<file path="config.mk">
export PLATFORM = sky130hd
export DESIGN_NAME = wb_arbiter
export DESIGN_NICKNAME = d
export VERILOG_FILES = /design/src/rtl/wb_pkg.sv /design/src/rtl/wb_fifo.sv /design/src/rtl/wb_arbiter.sv
export SDC_FILE = /design/constraint.sdc
export NUM_CORES = 1
export LEC_CHECK = 0
export ABC_AREA = 0
export CAP_MARGIN = 20
export CELL_PAD_IN_SITES_DETAIL_PLACEMENT = 1
export CELL_PAD_IN_SITES_GLOBAL_PLACEMENT = 1
export CORE_MARGIN = 4
export CORE_UTILIZATION = 40
export CTS_BUF_LIST = sky130_fd_sc_hd__clkbuf_2 sky130_fd_sc_hd__clkbuf_4 sky130_fd_sc_hd__clkbuf_8
export DETAILED_ROUTE_END_ITERATION = 8
export GPL_TIMING_DRIVEN = 0
export PLACE_DENSITY_LB_ADDON = 0.1
export SYNTH_ARGS = -nofsm -noshare
export SYNTH_HDL_FRONTEND = slang
export SYNTH_HIERARCHICAL = 1
export SYNTH_SLANG_ARGS = --single-unit
export TNS_END_PERCENT = 20
</file>
<file path="constraint.sdc">
create_clock -name clk -period 4.76 [get_ports clk]
set_input_delay 0.714 -clock clk [delete_from_list [all_inputs] [get_ports clk]]
set_output_delay 0.714 -clock clk [all_outputs]
set_load 0.05 [all_outputs]
</file>
<file path="src/rtl/wb_pkg.sv">
// Shared types and sizes for the writeback arbiter and its EX-request buffer.
package wb_pkg;

    localparam int REG_ADDR_W    = 5;
    localparam int XLEN          = 32;
    localparam int WB_FIFO_DEPTH = 2;

    typedef struct packed {
        logic [REG_ADDR_W-1:0] rd;
        logic [XLEN-1:0]       alu;
        logic [XLEN-1:0]       pc;
        logic                  isCall;
    } wb_ex_t;

    typedef enum logic [1:0] {
        OCC_EMPTY = 2'd0,
        OCC_ONE   = 2'd1,
        OCC_FULL  = 2'd2
    } wb_occ_e;

    // Occupancy step: a simultaneous push and pop leaves the level unchanged.
    function automatic wb_occ_e occ_next(input wb_occ_e s, input logic push, input logic pop);
        wb_occ_e n;
        n = s;
        if (push && !pop) begin
            case (s)
                OCC_EMPTY: n = OCC_ONE;
                default:   n = OCC_FULL;
            endcase
        end else if (pop && !push) begin
            case (s)
                OCC_FULL: n = OCC_ONE;
                default:  n = OCC_EMPTY;
            endcase
        end
        return n;
    endfunction

endpackage

</file>
<file path="src/rtl/wb_fifo.sv">
// In-order buffer for accepted EX writeback requests; supports push and pop
// in the same cycle. The caller must never push while full or pop while empty.
module wb_fifo
    import wb_pkg::*;
#(
    parameter int DEPTH = WB_FIFO_DEPTH
) (
    input  logic   clk,
    input  logic   rst_n,
    input  logic   push,
    input  logic   pop,
    output logic   full,
    output logic   empty,
    input  wb_ex_t din,
    output wb_ex_t dout
);

    localparam int PW = (DEPTH > 1) ? $clog2(DEPTH) : 1;
    localparam int CW = $clog2(DEPTH + 1);

    wb_ex_t        mem_q [DEPTH];
    logic [PW-1:0] wr_ptr_q;
    logic [PW-1:0] rd_ptr_q;
    logic [CW-1:0] count_q;

    function automatic logic [PW-1:0] ptr_inc(input logic [PW-1:0] p);
        return (p == PW'(DEPTH - 1)) ? '0 : p + PW'(1);
    endfunction

    assign full  = (count_q == CW'(DEPTH));
    assign empty = (count_q == '0);
    assign dout  = mem_q[rd_ptr_q];

    always_ff @(posedge clk or negedge rst_n) begin
        if (!rst_n) begin
            wr_ptr_q <= '0;
            rd_ptr_q <= '0;
            count_q  <= '0;
            for (int i = 0; i < DEPTH; i++) begin
                mem_q[i] <= '0;
            end
        end else begin
            if (push) begin
                mem_q[wr_ptr_q] <= din;
                wr_ptr_q        <= ptr_inc(wr_ptr_q);
            end
            if (pop) begin
                rd_ptr_q <= ptr_inc(rd_ptr_q);
            end
            if (push && !pop) begin
                count_q <= count_q + CW'(1);
            end else if (pop && !push) begin
                count_q <= count_q - CW'(1);
            end
        end
    end

endmodule

</file>
<file path="src/rtl/wb_arbiter.sv">
// Writeback slot arbiter: loads first, then buffered EX requests, then a same-cycle
// EX request. Optional bypass outputs are built when WB_BYPASS_EN is defined.
module wb_arbiter
    import wb_pkg::*;
(
    input  logic                  clk,
    input  logic                  rst_n,
    input  logic                  ex_valid,
    output logic                  ex_ready,
    input  logic [REG_ADDR_W-1:0] ex_rd,
    input  logic [XLEN-1:0]       ex_alu,
    input  logic [XLEN-1:0]       ex_pc,
    input  logic                  ex_isCall,
    input  logic                  ld_valid,
    input  logic [REG_ADDR_W-1:0] ld_rd,
    input  logic [XLEN-1:0]       ld_data,
    output logic                  wb_we,
    output logic [REG_ADDR_W-1:0] wb_rd,
    output logic [XLEN-1:0]       wb_a,
    output logic [XLEN-1:0]       wb_l,
    output logic [XLEN-1:0]       wb_p,
    output logic                  wb_isLd,
    output logic                  wb_isCall,
    output logic [1:0]            dbg_state_o
`ifdef WB_BYPASS_EN
    ,
    output logic                  byp_valid,
    output logic [REG_ADDR_W-1:0] byp_rd,
    output logic [XLEN-1:0]       byp_data
`endif
);

    wb_occ_e state_q;
    wb_ex_t  ex_req;
    wb_ex_t  head;
    wb_ex_t  gnt;
    logic    fifo_full;
    logic    fifo_empty;
    logic    ex_acc;
    logic    push;
    logic    pop;
    logic    grant_ld;
    logic    grant_ex;

    // Handshake: an EX request transfers on a cycle where ex_valid and ex_ready are both
    // high; ex_ready depends only on occupancy, never on ex_valid or ld_valid.
    assign ex_ready    = !fifo_full;
    assign ex_acc      = ex_valid && ex_ready;
    assign dbg_state_o = state_q;

    always_comb begin
        ex_req.rd     = ex_rd;
        ex_req.alu    = ex_alu;
        ex_req.pc     = ex_pc;
        ex_req.isCall = ex_isCall;
    end

    always_comb begin
        push     = 1'b0;
        pop      = 1'b0;
        grant_ld = 1'b0;
        grant_ex = 1'b0;
        gnt      = ex_req;
        if (ld_valid) begin
            grant_ld = 1'b1;
            push     = ex_acc;
        end else if (!fifo_empty) begin
            grant_ex = 1'b1;
            gnt      = head;
            pop      = 1'b1;
            push     = ex_acc;
        end else if (ex_acc) begin
            // Empty buffer and free slot: issue straight through without buffering.
            grant_ex = 1'b1;
        end
    end

    wb_fifo #(
        .DEPTH(WB_FIFO_DEPTH)
    ) u_fifo (
        .clk  (clk),
        .rst_n(rst_n),
        .push (push),
        .pop  (pop),
        .full (fifo_full),
        .empty(fifo_empty),
        .din  (ex_req),
        .dout (head)
    );

    always_ff @(posedge clk or negedge rst_n) begin
        if (!rst_n) begin
            state_q   <= OCC_EMPTY;
            wb_we     <= 1'b0;
            wb_rd     <= '0;
            wb_a      <= '0;
            wb_l      <= '0;
            wb_p      <= '0;
            wb_isLd   <= 1'b0;
            wb_isCall <= 1'b0;
        end else begin
            state_q   <= occ_next(state_q, push, pop);
            wb_we     <= 1'b0;
            wb_isLd   <= 1'b0;
            wb_isCall <= 1'b0;
            if (grant_ld) begin
                wb_we   <= (ld_rd != '0);
                wb_rd   <= ld_rd;
                wb_l    <= ld_data;
                wb_isLd <= 1'b1;
            end else if (grant_ex) begin
                wb_we     <= (gnt.rd != '0);
                wb_rd     <= gnt.rd;
                wb_a      <= gnt.alu;
                wb_p      <= gnt.pc;
                wb_isCall <= gnt.isCall;
            end
        end
    end

`ifdef WB_BYPASS_EN
    assign byp_valid = wb_we;
    assign byp_rd    = wb_rd;
    assign byp_data  = wb_isCall ? wb_p : (wb_isLd ? wb_l : wb_a);
`endif

endmodule

</file>
# [Word-level counts from Yosys, hierarchy flattened]
# Index checks and enable logic that the tools add are counted.
[totals] reg_bits=250 out_inout_bits=107
[op_classes] order_cmp=3 n_eq_ne=2 reduce_logical=14 add_sub_neg=4 muxes=31 n_bitwise=3
[op_table] cell="$mux 70" count=6
[op_table] cell="$bwmux 140" count=1
[op_table] cell="$demux 70 s1" count=1
[op_table] cell="$mux 1" count=16
[op_table] cell="$mux 2" count=5
[op_table] cell="$mux 5" count=2
[op_table] cell="$reduce_bool 5->1" count=2
[op_table] cell="$eq 2x2->1 const B" count=2
[op_table] cell="$ge 2x2->1 const B" count=2
[op_table] cell="$logic_and 1x1->1" count=4
[op_table] cell="$logic_not 2->1" count=2
[op_table] cell="$not 1->2" count=2
[op_table] cell="$reduce_bool 2->1" count=2
[op_table] cell="$logic_not 1->1" count=3
[op_table] cell="$add 1x1->1 const B" count=2
[op_table] cell="$add 2x1->2 const B" count=1
[op_table] cell="$lt 2x1->1 const B" count=1
[op_table] cell="$reduce_and 2->1" count=1
[op_table] cell="$sub 2x1->2 const B" count=1
[op_table] cell="$not 1->1" count=1

# [Longest topological paths before layout]
[depth] depth_word=9 mapped_depth=11 ltp_nobuf=8

# [Hierarchy]
# The synthesis kept the hierarchy.
[modules_own_cells] module="wb_fifo" cells_each=389 n_inst=1 seq_area_each_um2=3603.5 area_each_um2=6590.1
[modules_own_cells] module="wb_arbiter" cells_each=338 n_inst=1 seq_area_each_um2=2652.5 area_each_um2=4991.0

# [Worst setup path before layout]
# OpenSTA, ideal clock, no wires.
[synth_path] kind="input-to-reg" start="in ld_valid" end="reg u_fifo.count_q[1]" setup_time_ps=79 slack_ps=2555 t_arrival_ps=2126 path_buffers=4 t_required_ps=4681 stages=10 path_cell_list="buf_6 -> or2_1 -> buf_2 -> buf_6 -> buf_6 -> inv_1 -> inv_1 -> ha_1 -> nor2_1 -> xor2_1"
[synth_via] elab_chain_len=4 elab_cells_between_ends=8 classes_between="3 x mux; 5 x reduce/logical"
[synth_rtl] item="start, declared" line="wb_arbiter.sv:14" text="input logic ld_valid,"
[synth_rtl] item="$mux 1 (*)" line="wb_arbiter.sv:64" text="if (ld_valid) begin"
[synth_rtl] item="named net pop" line="wb_arbiter.sv:41" text="logic pop;"
[synth_rtl] item="$logic_not 1->1" line="wb_fifo.sv:50" text="if (push && !pop) begin"
[synth_rtl] item="$logic_and 1x1->1" line="wb_fifo.sv:50"
[synth_rtl] item="$mux 2 or $reduce_bool 2->1 (tied branches)"
[synth_rtl] item="end signal, assigned" line="wb_fifo.sv:51" text="count_q <= count_q + CW'(1);"
[synth_rtl] item="end signal, assigned" line="wb_fifo.sv:53" text="count_q <= count_q - CW'(1);"
[synth_rtl] item="end, declared" line="wb_fifo.sv:24" text="logic [CW-1:0] count_q;"
# The timed path passes the listed nets; every way through them passes the cells marked *.
# A chain may end at the register's enable or synchronous reset.

# [Final worst setup path]
[layout_path] start="reg u_fifo.count_q[0]" end="out ex_ready"
[layout_via] elab_chain_len=2
[layout_rtl] item="$eq 2x2->1" line="wb_fifo.sv:30" text="assign full = (count_q == CW'(DEPTH));"
[layout_rtl] item="named net fifo_full" line="wb_arbiter.sv:37" text="logic fifo_full;"
[layout_rtl] item="$logic_not 1->1" line="wb_arbiter.sv:47" text="assign ex_ready = !fifo_full;"
[layout_rtl] item="end, declared" line="wb_arbiter.sv:9" text="output logic ex_ready,"
# The timed path passes the listed nets, and every way through them passes these cells.

==> results.sh <==
export IMPL_yosysUniqueCellTypes=32
export IMPL_vdd_ir_drop_max_mv=0.416
export IMPL_finalMaxSlewViolations=0
export IMPL_critPathKind="flop to output port"
export IMPL_pwr_share_clk=0.192
export IMPL_finalHoldViolCount=0
export IMPL_layout_drive_gt1_share=0.483
export IMPL_grt_ovfl_total=0
export IMPL_first_global_vias=7814
export IMPL_comb_power_share=0.482
export IMPL_tns_ps=0
export IMPL_cap_violations=0
export IMPL_r2r_start="u_fifo/count_q[1]$_DFFE_PN0P_"
export IMPL_seq_area_mm2=0.00626
export IMPL_p_switching_mw=4.00
export IMPL_holdBufCountCts=0
export IMPL_clk_latency_ps=540
export IMPL_placed_cell_area_mm2=0.0143
export IMPL_core_area_mm2=0.0286
export IMPL_place_hpwl_um=18700
export IMPL_routabilityCongestion=0.717
export IMPL_pwr_share_seq=0.326
export IMPL_hp_class="input port to asynchronous set/reset pin"
export IMPL_cts_root_buf="clkbuf_8"
export IMPL_reg2reg_slack_ps=2280
export IMPL_slowest_stage="clkdlybuf4s50_1"
export IMPL_routedWlPerCell_um=19.6
export IMPL_startpoint_type="flop"
export IMPL_port_buffers=217
export IMPL_status="completed"
export IMPL_die_w_um=178
export IMPL_rsz0062_at_grt="false"
export IMPL_synth_seq_area_share=0.540
export IMPL_setup_viol=0
export IMPL_grt_pass1_wl_um=44000
export IMPL_io_pins=218
export IMPL_slowest_delay_ps=720
export IMPL_final_area_mm2=0.0153
export IMPL_fmax_mhz=350
export IMPL_crit_required_ps=4050
export IMPL_path_max_fanout=7
export IMPL_multi_input_area_mm2=0.00491
export IMPL_critical_path_top_delay_family="buffers and inverters"
export IMPL_grt_max_degree=113
export IMPL_ctsResizeCount=0
export IMPL_vias=6909
export IMPL_tritoncts="yes"
export IMPL_leakagePower_nw=6.59
export IMPL_critPathCaptureType="output port"
export IMPL_die_h_um=178
export IMPL_finClkSkew_ps=16.2
export IMPL_cts_inserted_buffers=46
export IMPL_hold_worst_slack_ps=49.3
export IMPL_power_switching_share=0.360
export IMPL_synth_cells=727
export IMPL_cp_buffers_inverters=2
export IMPL_netlist_top_cells_area="dfrtp_1 (54%), mux2_2 (27%), mux2_4 (12%)"
export IMPL_finalCritPeriodShare=0.600
export IMPL_grt_antenna_before_repair=3
export IMPL_drtAntennaViolNets=0
export IMPL_power_density_mw_per_mm2=728
export IMPL_post_synth_cell_area_avg_um2=15.9
export IMPL_clock_sinks=250
export IMPL_syn_nets=840
export IMPL_post_cts_buffers=0
export IMPL_clkTransAtPathRegs_ps=60
export IMPL_slew_headroom=0.587
export IMPL_internal_power_mw=7.10
export IMPL_dieArea_mm2=0.0317
export IMPL_route_detailed_drc=0
export IMPL_clock_path_buffers=3
export IMPL_wl_um=27800
export IMPL_yosysWarnings=6
export IMPL_start_util=0.405
export IMPL_first_pass_iters=4
export IMPL_yosys_area_top_type_share=0.540
export IMPL_path_cells="nor2b_1, inv_1, clkdlybuf4s50_1"
export IMPL_ys_ff_latch=250
export IMPL_rr_worst_depth=7
export IMPL_drt_initial_drc_count=170
export IMPL_htreeDepth=2
export IMPL_reg2reg_to="u_fifo/mem_q[88]$_DFFE_PN0P_"
export IMPL_worst_ep_arrival_time_ps=2140
export IMPL_synth_area_mm2=0.0116
export IMPL_vias_per_cell=4.89
export IMPL_area_delta_synth_final_pct=31.8
export IMPL_synth_top_cell_by_area="dfrtp_1"
export IMPL_rows=62
export IMPL_fillCellCount=2721
export IMPL_track_usage=0.174
export IMPL_fin_crit_ps=2860
export IMPL_nNetsFinal=1107
export IMPL_worst_pin_slew_ps=619
-- placed cells by master, fill, tap and decap left out, drive strengths merged, types with 3 or more instances in the layout --
cell and n:
a211oi 5, and3b 5, buf 42, clkbuf 85, clkdlybuf4s50 216, clkinv 3, dfrtp 250, inv 5
mux2 370, nand2 10, nor2 7, nor2b 4, o31ai 5, xor2 4
-- final cells by class --
type	instances	area share
Tap cell	384	0.0315
Buffer	44	0.0260
Sequential cell	250	0.410
Multi-Input combinational cell	428	0.322
Clock inverter	3	0.000984
Antenna cell	1	0.000164
Inverter	5	0.00123
Timing Repair Buffer	219	0.146
Clock buffer	80	0.0623
-- metrics by stage --
step                power (mW)  std cells  setup WS (ps)  utilization
floorplan                 7.52        727           2560            -
global placement          8.96       1328          -8460        0.497
detailed placement        9.06       1330           1640        0.499
CTS                       11.3       1413           1860        0.533
global route              11.7       1413           1790        0.533
finish                    11.1       1414           1900        0.533
-- synth_stat cells --
master / number
mux2_4: 95
a211oi_1: 5
and3b_1: 5
nor3_1: 1
xor2_1: 4
nand2b_1: 1
nor4_1: 2
or3_1: 1
buf_4: 1
xnor2_1: 2
o22a_1: 1
nand2_2: 1
nor2b_1: 3
inv_1: 5
mux2_2: 275
buf_6: 12
a32o_1: 1
nor2_1: 7
dfrtp_1: 250
nand2_1: 9
or2_1: 1
a21oi_1: 2
ha_1: 2
a211o_1: 1
buf_12: 7
a21boi_0: 1
o31ai_1: 5
a21o_1: 1
nor2b_2: 1
buf_2: 19
clkbuf_1: 5
or4_1: 1
-- metal layers --
layer  vias to the layer above  global-route usage  routed length (um)
li1                       3148                   -                   -
met1                      3545               0.231               12300
met2                       168               0.285               13400
met3                        42              0.0492                1620
met4                         6              0.0422                 454
met5                         -                   0                  34
-- worst max path at each step --
stage / startpoint / to / depth (start not counted)
2_1_floorplan: ld_valid / u_fifo/count_q[1]$_DFFE_PN0P_ / 10
3_3_place_gp: rst_n / wb_a[22]$_DFFE_PN0P_ / 1
3_5_place_dp: ex_valid / wb_p[3]$_DFFE_PN0P_ / 6
4_1_cts: u_fifo/count_q[0]$_DFFE_PN0P_ / ex_ready / 3
5_1_grt: u_fifo/count_q[0]$_DFFE_PN0P_ / ex_ready / 3
6_report: u_fifo/count_q[0]$_DFFE_PN0P_ / ex_ready / 3
-- logic make-up (layout without fill, tap and decap cells) --
| logic type | after synthesis | in the layout | share of synthesized area |
|---|---|---|---|
| fa+ha+maj | 2 | 2 | 0.00216 |
| compound gates | 17 | 17 | 0.0110 |
| buf+inv | 49 | 351 | 0.0359 |
| xor+xnor | 6 | 6 | 0.00454 |
| other cells | 0 | 1 | 0 |
| flops | 250 | 250 | 0.540 |
| mux | 370 | 370 | 0.391 |
| simple gates | 33 | 33 | 0.0157 |
-- power groups by stage --
stage | clock network, mW | registers, mW | logic, mW
floorplan | 0 | 4.68 | 2.84
global placement | 0 | 3.62 | 5.34
detailed placement | 0 | 3.63 | 5.43
CTS | 2.22 | 3.63 | 5.45
global route | 2.32 | 3.75 | 5.68
finish | 2.13 | 3.62 | 5.36
-- state kept, by name (all words and copies together) (netlist names) --
register and flops:
u_fifo/mem_q 140, wb_a 32, wb_l 32, wb_p 32, wb_rd 5, dbg_state_o 2
u_fifo/count_q 2, u_fifo/rd_ptr_q 1, u_fifo/wr_ptr_q 1, wb_isCall 1, wb_isLd 1, wb_we 1
No activity file was read; power rests on OpenSTA's default activity.
